**config.mk**
```make
export PLATFORM = sky130hd
export DESIGN_NAME = decode_unit
export DESIGN_NICKNAME = d
export VERILOG_FILES = /design/src/rtl/decode_unit.sv
export SDC_FILE = /design/constraint.sdc
export NUM_CORES = 1
export LEC_CHECK = 0
export ABC_AREA = 1
export CORE_MARGIN = 2
export CORE_UTILIZATION = 55
export DETAILED_ROUTE_END_ITERATION = 8
export HOLD_SLACK_MARGIN = 0.15
export PLACE_DENSITY_LB_ADDON = 0.05
export SETUP_SLACK_MARGIN = 0.1
export SLEW_MARGIN = 30
export SYNTH_ARGS = -nofsm -noshare
export SYNTH_HDL_FRONTEND = slang
export SYNTH_SLANG_ARGS = --single-unit
```
**constraint.sdc**
```tcl
create_clock -name clock -period 5 [get_ports clock]
set_input_delay 1.5 -clock clock [delete_from_list [all_inputs] [get_ports clock]]
set_output_delay 1.5 -clock clock [all_outputs]
set_load 0.02 [all_outputs]
```
**src/rtl/decode_unit.sv**
```systemverilog
// RV32E decode stage: decodes a fetched instruction into a class/register/immediate record.
// Latency: one cycle from accept to out_valid when the output register is free.
// Backpressure: two-entry skid buffer; in_ready is registered and drops once the skid entry fills.
module decode_unit #(
  parameter int XLEN  = 32,
  parameter int NREGS = 16
) (
  input  logic            clock,
  input  logic            reset,
  input  logic            flush,
  input  logic            in_valid,
  output logic            in_ready,
  input  logic [31:0]     in_inst,
  input  logic [XLEN-1:0] in_pc,
  output logic            out_valid,
  input  logic            out_ready,
  output logic [XLEN-1:0] out_pc,
  output logic [3:0]      out_class,
  output logic [3:0]      out_rd,
  output logic [3:0]      out_rs1,
  output logic [3:0]      out_rs2,
  output logic [2:0]      out_funct3,
  output logic            out_alt,
  output logic [XLEN-1:0] out_imm
);

  localparam logic [3:0] CLS_LUI     = 4'd0;
  localparam logic [3:0] CLS_AUIPC   = 4'd1;
  localparam logic [3:0] CLS_JAL     = 4'd2;
  localparam logic [3:0] CLS_JALR    = 4'd3;
  localparam logic [3:0] CLS_BRANCH  = 4'd4;
  localparam logic [3:0] CLS_LOAD    = 4'd5;
  localparam logic [3:0] CLS_STORE   = 4'd6;
  localparam logic [3:0] CLS_OP_IMM  = 4'd7;
  localparam logic [3:0] CLS_OP      = 4'd8;
  localparam logic [3:0] CLS_FENCE   = 4'd9;
  localparam logic [3:0] CLS_SYSTEM  = 4'd10;
  localparam logic [3:0] CLS_ILLEGAL = 4'd15;

  typedef struct packed {
    logic [XLEN-1:0] pc;
    logic [3:0]      cls;
    logic [3:0]      rd;
    logic [3:0]      rs1;
    logic [3:0]      rs2;
    logic [2:0]      funct3;
    logic            alt;
    logic [XLEN-1:0] imm;
  } rec_t;

  // Instruction fields
  logic [6:0] opcode;
  logic [4:0] rd_f;
  logic [4:0] rs1_f;
  logic [4:0] rs2_f;
  logic [2:0] funct3;
  logic [6:0] funct7;

  assign opcode = in_inst[6:0];
  assign rd_f   = in_inst[11:7];
  assign rs1_f  = in_inst[19:15];
  assign rs2_f  = in_inst[24:20];
  assign funct3 = in_inst[14:12];
  assign funct7 = in_inst[31:25];

  logic [3:0]  cls;
  logic        use_rd;
  logic        use_rs1;
  logic        use_rs2;
  logic        bad;
  logic [31:0] imm32;
  rec_t        dec;

  // Classify the opcode, pick the immediate format and flag illegal encodings
  always_comb begin
    cls     = CLS_ILLEGAL;
    use_rd  = 1'b0;
    use_rs1 = 1'b0;
    use_rs2 = 1'b0;
    imm32   = '0;
    bad     = 1'b0;
    case (opcode)
      7'b0110111: begin
        cls    = CLS_LUI;
        use_rd = 1'b1;
        imm32  = {in_inst[31:12], 12'b0};
      end
      7'b0010111: begin
        cls    = CLS_AUIPC;
        use_rd = 1'b1;
        imm32  = {in_inst[31:12], 12'b0};
      end
      7'b1101111: begin
        cls    = CLS_JAL;
        use_rd = 1'b1;
        imm32  = {{11{in_inst[31]}}, in_inst[31], in_inst[19:12], in_inst[20], in_inst[30:21], 1'b0};
      end
      7'b1100111: begin
        cls     = CLS_JALR;
        use_rd  = 1'b1;
        use_rs1 = 1'b1;
        imm32   = {{20{in_inst[31]}}, in_inst[31:20]};
        if (funct3 != 3'd0) bad = 1'b1;
      end
      7'b1100011: begin
        cls     = CLS_BRANCH;
        use_rs1 = 1'b1;
        use_rs2 = 1'b1;
        imm32   = {{19{in_inst[31]}}, in_inst[31], in_inst[7], in_inst[30:25], in_inst[11:8], 1'b0};
        if (funct3 == 3'd2 || funct3 == 3'd3) bad = 1'b1;
      end
      7'b0000011: begin
        cls     = CLS_LOAD;
        use_rd  = 1'b1;
        use_rs1 = 1'b1;
        imm32   = {{20{in_inst[31]}}, in_inst[31:20]};
        if (funct3 == 3'd3 || funct3 == 3'd6 || funct3 == 3'd7) bad = 1'b1;
      end
      7'b0100011: begin
        cls     = CLS_STORE;
        use_rs1 = 1'b1;
        use_rs2 = 1'b1;
        imm32   = {{20{in_inst[31]}}, in_inst[31:25], in_inst[11:7]};
        if (funct3 > 3'd2) bad = 1'b1;
      end
      7'b0010011: begin
        cls     = CLS_OP_IMM;
        use_rd  = 1'b1;
        use_rs1 = 1'b1;
        imm32   = {{20{in_inst[31]}}, in_inst[31:20]};
        if (funct3 == 3'd1 && funct7 != 7'h00) bad = 1'b1;
        if (funct3 == 3'd5 && funct7 != 7'h00 && funct7 != 7'h20) bad = 1'b1;
      end
      7'b0110011: begin
        cls     = CLS_OP;
        use_rd  = 1'b1;
        use_rs1 = 1'b1;
        use_rs2 = 1'b1;
        if (funct7 != 7'h00 && funct7 != 7'h20) bad = 1'b1;
        if (funct7 == 7'h20 && funct3 != 3'd0 && funct3 != 3'd5) bad = 1'b1;
      end
      7'b0001111: begin
        cls = CLS_FENCE;
      end
      7'b1110011: begin
        cls     = CLS_SYSTEM;
        use_rd  = 1'b1;
        use_rs1 = 1'b1;
        imm32   = {{20{in_inst[31]}}, in_inst[31:20]};
      end
      default: begin
        cls = CLS_ILLEGAL;
      end
    endcase
    if (cls == CLS_ILLEGAL) bad = 1'b1;
    if (in_inst[1:0] != 2'b11) bad = 1'b1;
    // RV32E only has NREGS architectural registers
    if (use_rd  && 32'(rd_f)  >= NREGS) bad = 1'b1;
    if (use_rs1 && 32'(rs1_f) >= NREGS) bad = 1'b1;
    if (use_rs2 && 32'(rs2_f) >= NREGS) bad = 1'b1;
  end

  // Assemble the record; illegal records keep PC/funct3/alt but zero registers and immediate
  always_comb begin
    dec        = '0;
    dec.pc     = in_pc;
    dec.funct3 = funct3;
    dec.alt    = in_inst[30];
    dec.cls    = bad ? CLS_ILLEGAL : cls;
    dec.rd     = (!bad && use_rd)  ? rd_f[3:0]  : 4'd0;
    dec.rs1    = (!bad && use_rs1) ? rs1_f[3:0] : 4'd0;
    dec.rs2    = (!bad && use_rs2) ? rs2_f[3:0] : 4'd0;
    dec.imm    = bad ? '0 : XLEN'($signed(imm32));
  end

  // Skid buffer state
  rec_t main_q, main_d;
  rec_t skid_q, skid_d;
  logic main_valid_q, main_valid_d;
  logic skid_valid_q, skid_valid_d;
  logic in_ready_q;
  logic accept;
  logic main_free;

  assign accept    = in_valid && in_ready_q;
  assign main_free = !main_valid_q || out_ready;

  // Next-state for main/skid: skid always drains ahead of the incoming beat to keep order
  always_comb begin
    main_d       = main_q;
    skid_d       = skid_q;
    main_valid_d = main_valid_q;
    skid_valid_d = skid_valid_q;
    if (flush) begin
      main_valid_d = 1'b0;
      skid_valid_d = 1'b0;
    end else if (main_free) begin
      if (skid_valid_q) begin
        main_d       = skid_q;
        main_valid_d = 1'b1;
        skid_valid_d = accept;
        if (accept) skid_d = dec;
      end else begin
        main_valid_d = accept;
        if (accept) main_d = dec;
      end
    end else if (accept) begin
      skid_d       = dec;
      skid_valid_d = 1'b1;
    end
  end

  // Register update; reset wins over flush and any handshake
  always_ff @(posedge clock) begin
    if (reset) begin
      main_q       <= '0;
      skid_q       <= '0;
      main_valid_q <= 1'b0;
      skid_valid_q <= 1'b0;
      in_ready_q   <= 1'b1;
    end else begin
      main_q       <= main_d;
      skid_q       <= skid_d;
      main_valid_q <= main_valid_d;
      skid_valid_q <= skid_valid_d;
      in_ready_q   <= !skid_valid_d;
    end
  end

  assign in_ready   = in_ready_q;
  assign out_valid  = main_valid_q;
  assign out_pc     = main_q.pc;
  assign out_class  = main_q.cls;
  assign out_rd     = main_q.rd;
  assign out_rs1    = main_q.rs1;
  assign out_rs2    = main_q.rs2;
  assign out_funct3 = main_q.funct3;
  assign out_alt    = main_q.alt;
  assign out_imm    = main_q.imm;

endmodule
```
After elaboration in Yosys (flattened, before gate mapping)
Index checks and enable logic that the tools add are counted.
{"block": "totals", "elab_cells": 112, "in_bits": 69, "ff_bits": 171}
{"block": "classes", "n_eq_ne": 23, "reduce_logical": 31, "bitwise_logic": 1, "magnitude_cmp": 4, "muxes": 34}
{"operator": "$mux W84", "n": 5}
{"operator": "$pmux W32 S5", "n": 1}
{"operator": "$pmux W4 S11", "n": 1}
{"operator": "$mux W32", "n": 1}
{"operator": "$eq A7 B6 Y1 const B", "n": 4}
{"operator": "$eq A7 B7 Y1 const B", "n": 4}
{"operator": "$mux W1", "n": 21}
{"operator": "$mux W4", "n": 4}
{"operator": "$ge A5 B5 Y1 const B", "n": 3}
{"operator": "$eq A7 B5 Y1 const B", "n": 2}
{"operator": "$logic_and A1 B1 Y1", "n": 13}
{"operator": "$eq A3 B3 Y1 const B", "n": 3}
{"operator": "$reduce_or A8 Y1", "n": 1}
{"operator": "$eq A7 B2 Y1 const B", "n": 1}
{"operator": "$eq A7 B4 Y1 const B", "n": 1}
{"operator": "$ne A7 B6 Y1 const B", "n": 1}
{"operator": "$reduce_bool A7 Y1", "n": 1}
{"operator": "$reduce_or A7 Y1", "n": 1}
{"operator": "$eq A3 B2 Y1 const B", "n": 2}
{"operator": "$pmux W1 S6", "n": 1}
{"operator": "$eq A4 B4 Y1 const B", "n": 1}
{"operator": "$logic_or A1 B1 Y1", "n": 4}
{"operator": "$ne A2 B2 Y1 const B", "n": 2}
{"operator": "$reduce_or A2 Y1", "n": 2}
{"operator": "11 further kinds", "n": 13}

Logic depth before layout (Yosys ltp)
{"block": "depth", "ltp_word": 16, "ltp_mapped": 17, "ltp_nobuf": 14}

Worst setup path before layout
OpenSTA, ideal clock, no wires.
{"block": "synth_path", "kind": "in2reg", "start": "input port in_inst[4]", "end": "register main_q (netlist bit out_class[0])", "setup_time_ns": 0.132, "stages": 15, "arrival_ns": 2.890, "path_slack_ns": 1.978, "cell_sequence": "buf_4 nand2_1 nor2_1 nand2_1 nand2_2 nor2_2 nand2_2 nand2_1 nand3_2 nor2_4 buf_8 buf_8 nand3_2 o21ai_1 a21oi_1"}
{"block": "synth_via", "elab_chain_cells": 11, "elab_cells_between_ends": 31, "cone_classes": "eq/ne (12); mux (13); reduce/logical (6)"}
{"element": "start, declared", "line_no": "13", "source": "input logic [31:0] in_inst,"}
{"element": "$eq A7 B7 Y1, or another cell as far along", "line_no": "82", "source": "case (opcode)"}
{"element": "$pmux W4 S11", "line_no": "82"}
{"element": "$eq A4 B4 Y1", "line_no": "155", "source": "if (cls == CLS_ILLEGAL) bad = 1'b1;"}
{"element": "$mux W1", "line_no": "155"}
{"element": "$mux W1", "line_no": "156", "source": "if (in_inst[1:0] != 2'b11) bad = 1'b1;"}
{"element": "$mux W1", "line_no": "158", "source": "if (use_rd && 32'(rd_f) >= NREGS) bad = 1'b1;"}
{"element": "$mux W1", "line_no": "159", "source": "if (use_rs1 && 32'(rs1_f) >= NREGS) bad = 1'b1;"}
{"element": "$mux W1", "line_no": "160", "source": "if (use_rs2 && 32'(rs2_f) >= NREGS) bad = 1'b1;"}
{"element": "$mux W4 *", "line_no": "169", "source": "dec.cls = bad ? CLS_ILLEGAL : cls;"}
{"element": "$mux W84 *", "line_no": "205", "source": "if (accept) main_d = dec;"}
{"element": "$mux W84 *", "line_no": "198", "source": "if (skid_valid_q) begin"}
{"element": "end signal, assigned", "line_no": "222", "source": "main_q <= main_d;"}
{"element": "end, declared", "line_no": "177", "source": "rec_t main_q, main_d;"}
Every way passes the cells marked *; elsewhere a longest branch is shown, timed or not. The select of a mux whose other input is x is not followed.
A chain may end at the register's enable or synchronous reset.

Final worst setup path
{"block": "layout_path", "start": "input port in_inst[6]", "end": "register main_q (netlist bit out_imm[14])"}
{"block": "layout_via", "elab_chain_cells": 11, "elab_cells_between_ends": 34, "cone_classes": "eq/ne (12); mux (14); reduce/logical (8)"}
{"element": "$eq A7 B7 Y1, or another cell as far along", "line_no": "82"}
{"element": "$pmux W4 S11", "line_no": "82"}
{"element": "$eq A4 B4 Y1", "line_no": "155"}
{"element": "$mux W1", "line_no": "155"}
{"element": "$mux W1", "line_no": "156"}
{"element": "$mux W1", "line_no": "158"}
{"element": "$mux W1", "line_no": "159"}
{"element": "$mux W1", "line_no": "160"}
{"element": "$mux W32 *", "line_no": "173", "source": "dec.imm = bad ? '0 : XLEN'($signed(imm32));"}
{"element": "$mux W84 *", "line_no": "205"}
{"element": "$mux W84 *", "line_no": "198"}
Marks and branches as above.

==> reports/metrics.csv <==
metric;value;unit
status;complete, no violations;
wire_per_inst;14.8;um
clockBufferDepth;2;
powerDensity;301;nW/um^2
cts_tree;built;
synth.most_common_cell;nand2_1;
root_buffer;clkbuf_16;
p_seq_frac;0.473;
row_count;43;
fin_cells;1415;
synth_top_cell_by_area;dfxtp_1;
fin_crit_sh;0.737;
antenna_found_initial;0;
dieArea;15400;sq um
vias;7652;
dp_hpwl;13.7;mm
p_sw;0.795;mW
fin_skew;0.00842;ns
grt_pass1_vias;6732;
grt_pass1_wl;34.1;mm
leakage;4.19;nW
hold_depth;2;
gp_congestion;0.987;
synth_edf_count;0;
fmax;0.272;GHz
initial_utilization;0.568;
combPwrFrac;0.110;
clkSinkCount;171;
grtUsageTotal;0.266;
synthesis.area;7950;sq um
dieWidth;124;um
crit_required;5.28;ns
clk_pin_slew;0.07;ns
hold_viol_final;0;
ir_drop;0.235;mV
setup_viol;0;
synth.distinct_cells;36;
fin_tns_setup;0;ns
post-route-drc-count;0;
holdWs;0.465;ns
reg2reg_depth;7;
swShare;0.266;
core_area;14000;sq um
max_slew_margin;0.404;
final_area;9930;sq um
cts_resized;0;
htree_levels;4;
path_cells;clkdlybuf4s50_1, inv_2, nand3_1, nand2_2, nor2_2, nand3_2, buf_12, nand3_1, nand2_1, nand2_1, a21oi_1;
rsz0062_at_grt;no;
antenna_left;0;
viasPerCell;5.41;
critPathArrivalTime;3.97;ns
cp-end-kind;register;
syn-num-nets;1192;
synth.top_cell.area_share;0.431;
synth.area.top_cells;dfxtp_1 (43%), nand2_1 (12%), nor2_1 (9.0%), o21ai_0 (8.1%), a21oi_1 (5.7%);
synth_cells;1123;
startpoint_type;input pin;
synthTopCellsByCount;nand2_1 (262), nor2_1 (191), dfxtp_1 (171), o21ai_0 (128), a21oi_1 (91);
placed_area;9370;sq um
overflow;0;
p_int;2.20;mW
grt_max_degree;101;
die_h;124;um
cp_max_fo;26;
crit_type;in2reg;
io_buffers;154;
place_ws;0.914;ns
cts_setup_buffers;0;
numCtsBuffers;17;
worst_slack;1.32;ns
cap_violations;0;
fin_crit;3.68;ns
r2r_slack;2.47;ns
syn_to_final_growth;24.9;%
clock_power_share;0.418;
io_pins;155;
fill_cells;1220;
tightest_slew;0.892;ns
drt_iter0_markers;771;
dr.pass1.iters;5;
crit_family;simple AND/OR/NAND/NOR gates;
critPathBufInv;3;
cts_hold_buf;0;
maxSlewViolCount;0;
ys.flop_type;dfxtp_1;
clock_latency;0.43;ns
nNetsFinal;1291;
ys_ff_latch;171;
cp_slowest_stage_delay;0.59;ns
crit_cells;11;
slowest_stage;clkdlybuf4s50_1;
synth_warnings;0;
drive_above_1_share;0.0939;
routed_wl;21.0;mm
dp.cells;1383;
hold_class;reg2reg;
ys_seq_area_frac;0.431;
syn_area_per_cell;7.08;sq um
antenna_cells;0;
ys_async_sr_fraction;0;
==> metal layers <==
metal | track usage | vias to the layer above | part of all wire | wire length, um
li1 | - | 3903 | - | -
met1 | 0.384 | 3461 | 0.47 | 9760
met2 | 0.410 | 269 | 0.45 | 9520
met3 | 0.0538 | 19 | 0.068 | 1420
met4 | 0.0635 | 0 | 0.012 | 253
met5 | 0 | - | 0 | 0
==> sequential cells by signal, indices dropped and copies added, names as in the netlist, 3 cells and up <==
signal / cells
out_class: 4
out_rd: 4
out_pc: 32
out_rs2: 4
out_rs1: 4
skid_q: 84
out_imm: 32
out_funct3: 3
==> final timing paths <==
kind	startpoint	to
setup / recovery	in_inst[6]	out_imm[14]
hold / removal	out_imm[26]	out_imm[26]
setup reg to reg	skid_valid_q	skid_q[40]
hold reg to reg	out_imm[26]	out_imm[26]
==> layout by cell type, fill, tap and decap left out, types with 6 or more instances in the layout <==
cell / n
a21oi_2: 14
inv_2: 8
clkbuf_16: 17
inv_1: 19
nand3_2: 22
nand2_1: 262
a21oi_1: 91
nand2_2: 11
buf_4: 9
clkinv_2: 6
nor2_2: 6
a31oi_1: 36
o21ai_1: 7
dfxtp_1: 171
o21ai_0: 128
clkdlybuf4s50_1: 153
nand4_1: 19
nor2_1: 191
nand3_1: 33
==> per-stage QoR <==
stage               power (mW)  utilization
floorplan                 1.63            -
finish                    2.99        0.710
global route              3.10        0.710
detailed placement        1.77        0.670
global placement          1.77        0.670
CTS                       3.01        0.710
==> power groups by stage <==
stage	Clock [mW]	Sequential, mW	Combinational, mW
floorplan	0	1.47	0.156
global placement	0	1.44	0.324
detailed placement	0	1.44	0.325
CTS	1.26	1.41	0.327
global route	1.32	1.42	0.356
finish	1.25	1.41	0.328
==> kinds of logic (layout without fill, tap and decap cells) <==
group | count (synthesis) | count (layout) | synth area share
flops | 171 | 171 | 0.431
simple gates | 553 | 553 | 0.303
buf+inv | 115 | 227 | 0.0726
compound gates | 284 | 284 | 0.194
==> worst reg2reg max path, stage by stage, from the launching register on <==
cell and delay (ns):
dfxtp_1 0.34, clkinv_2 0.60, nand2_1 0.31, nand2_1 0.12
clkinv_2 0.36, buf_12 0.38, o21ai_0 0.18, a21oi_1 0.17
==> area by class of cell <==
class	instances	area [sq um]	share of cell area
multi-input combinational	837	3950	0.398
clock inverter	14	116	0.0117
inverter	29	111	0.0112
timing repair buffer	166	1660	0.168
sequential	171	3420	0.345
tap	180	225	0.0227
clock buffer	18	439	0.0442
Power figures use the tool's default switching activity.
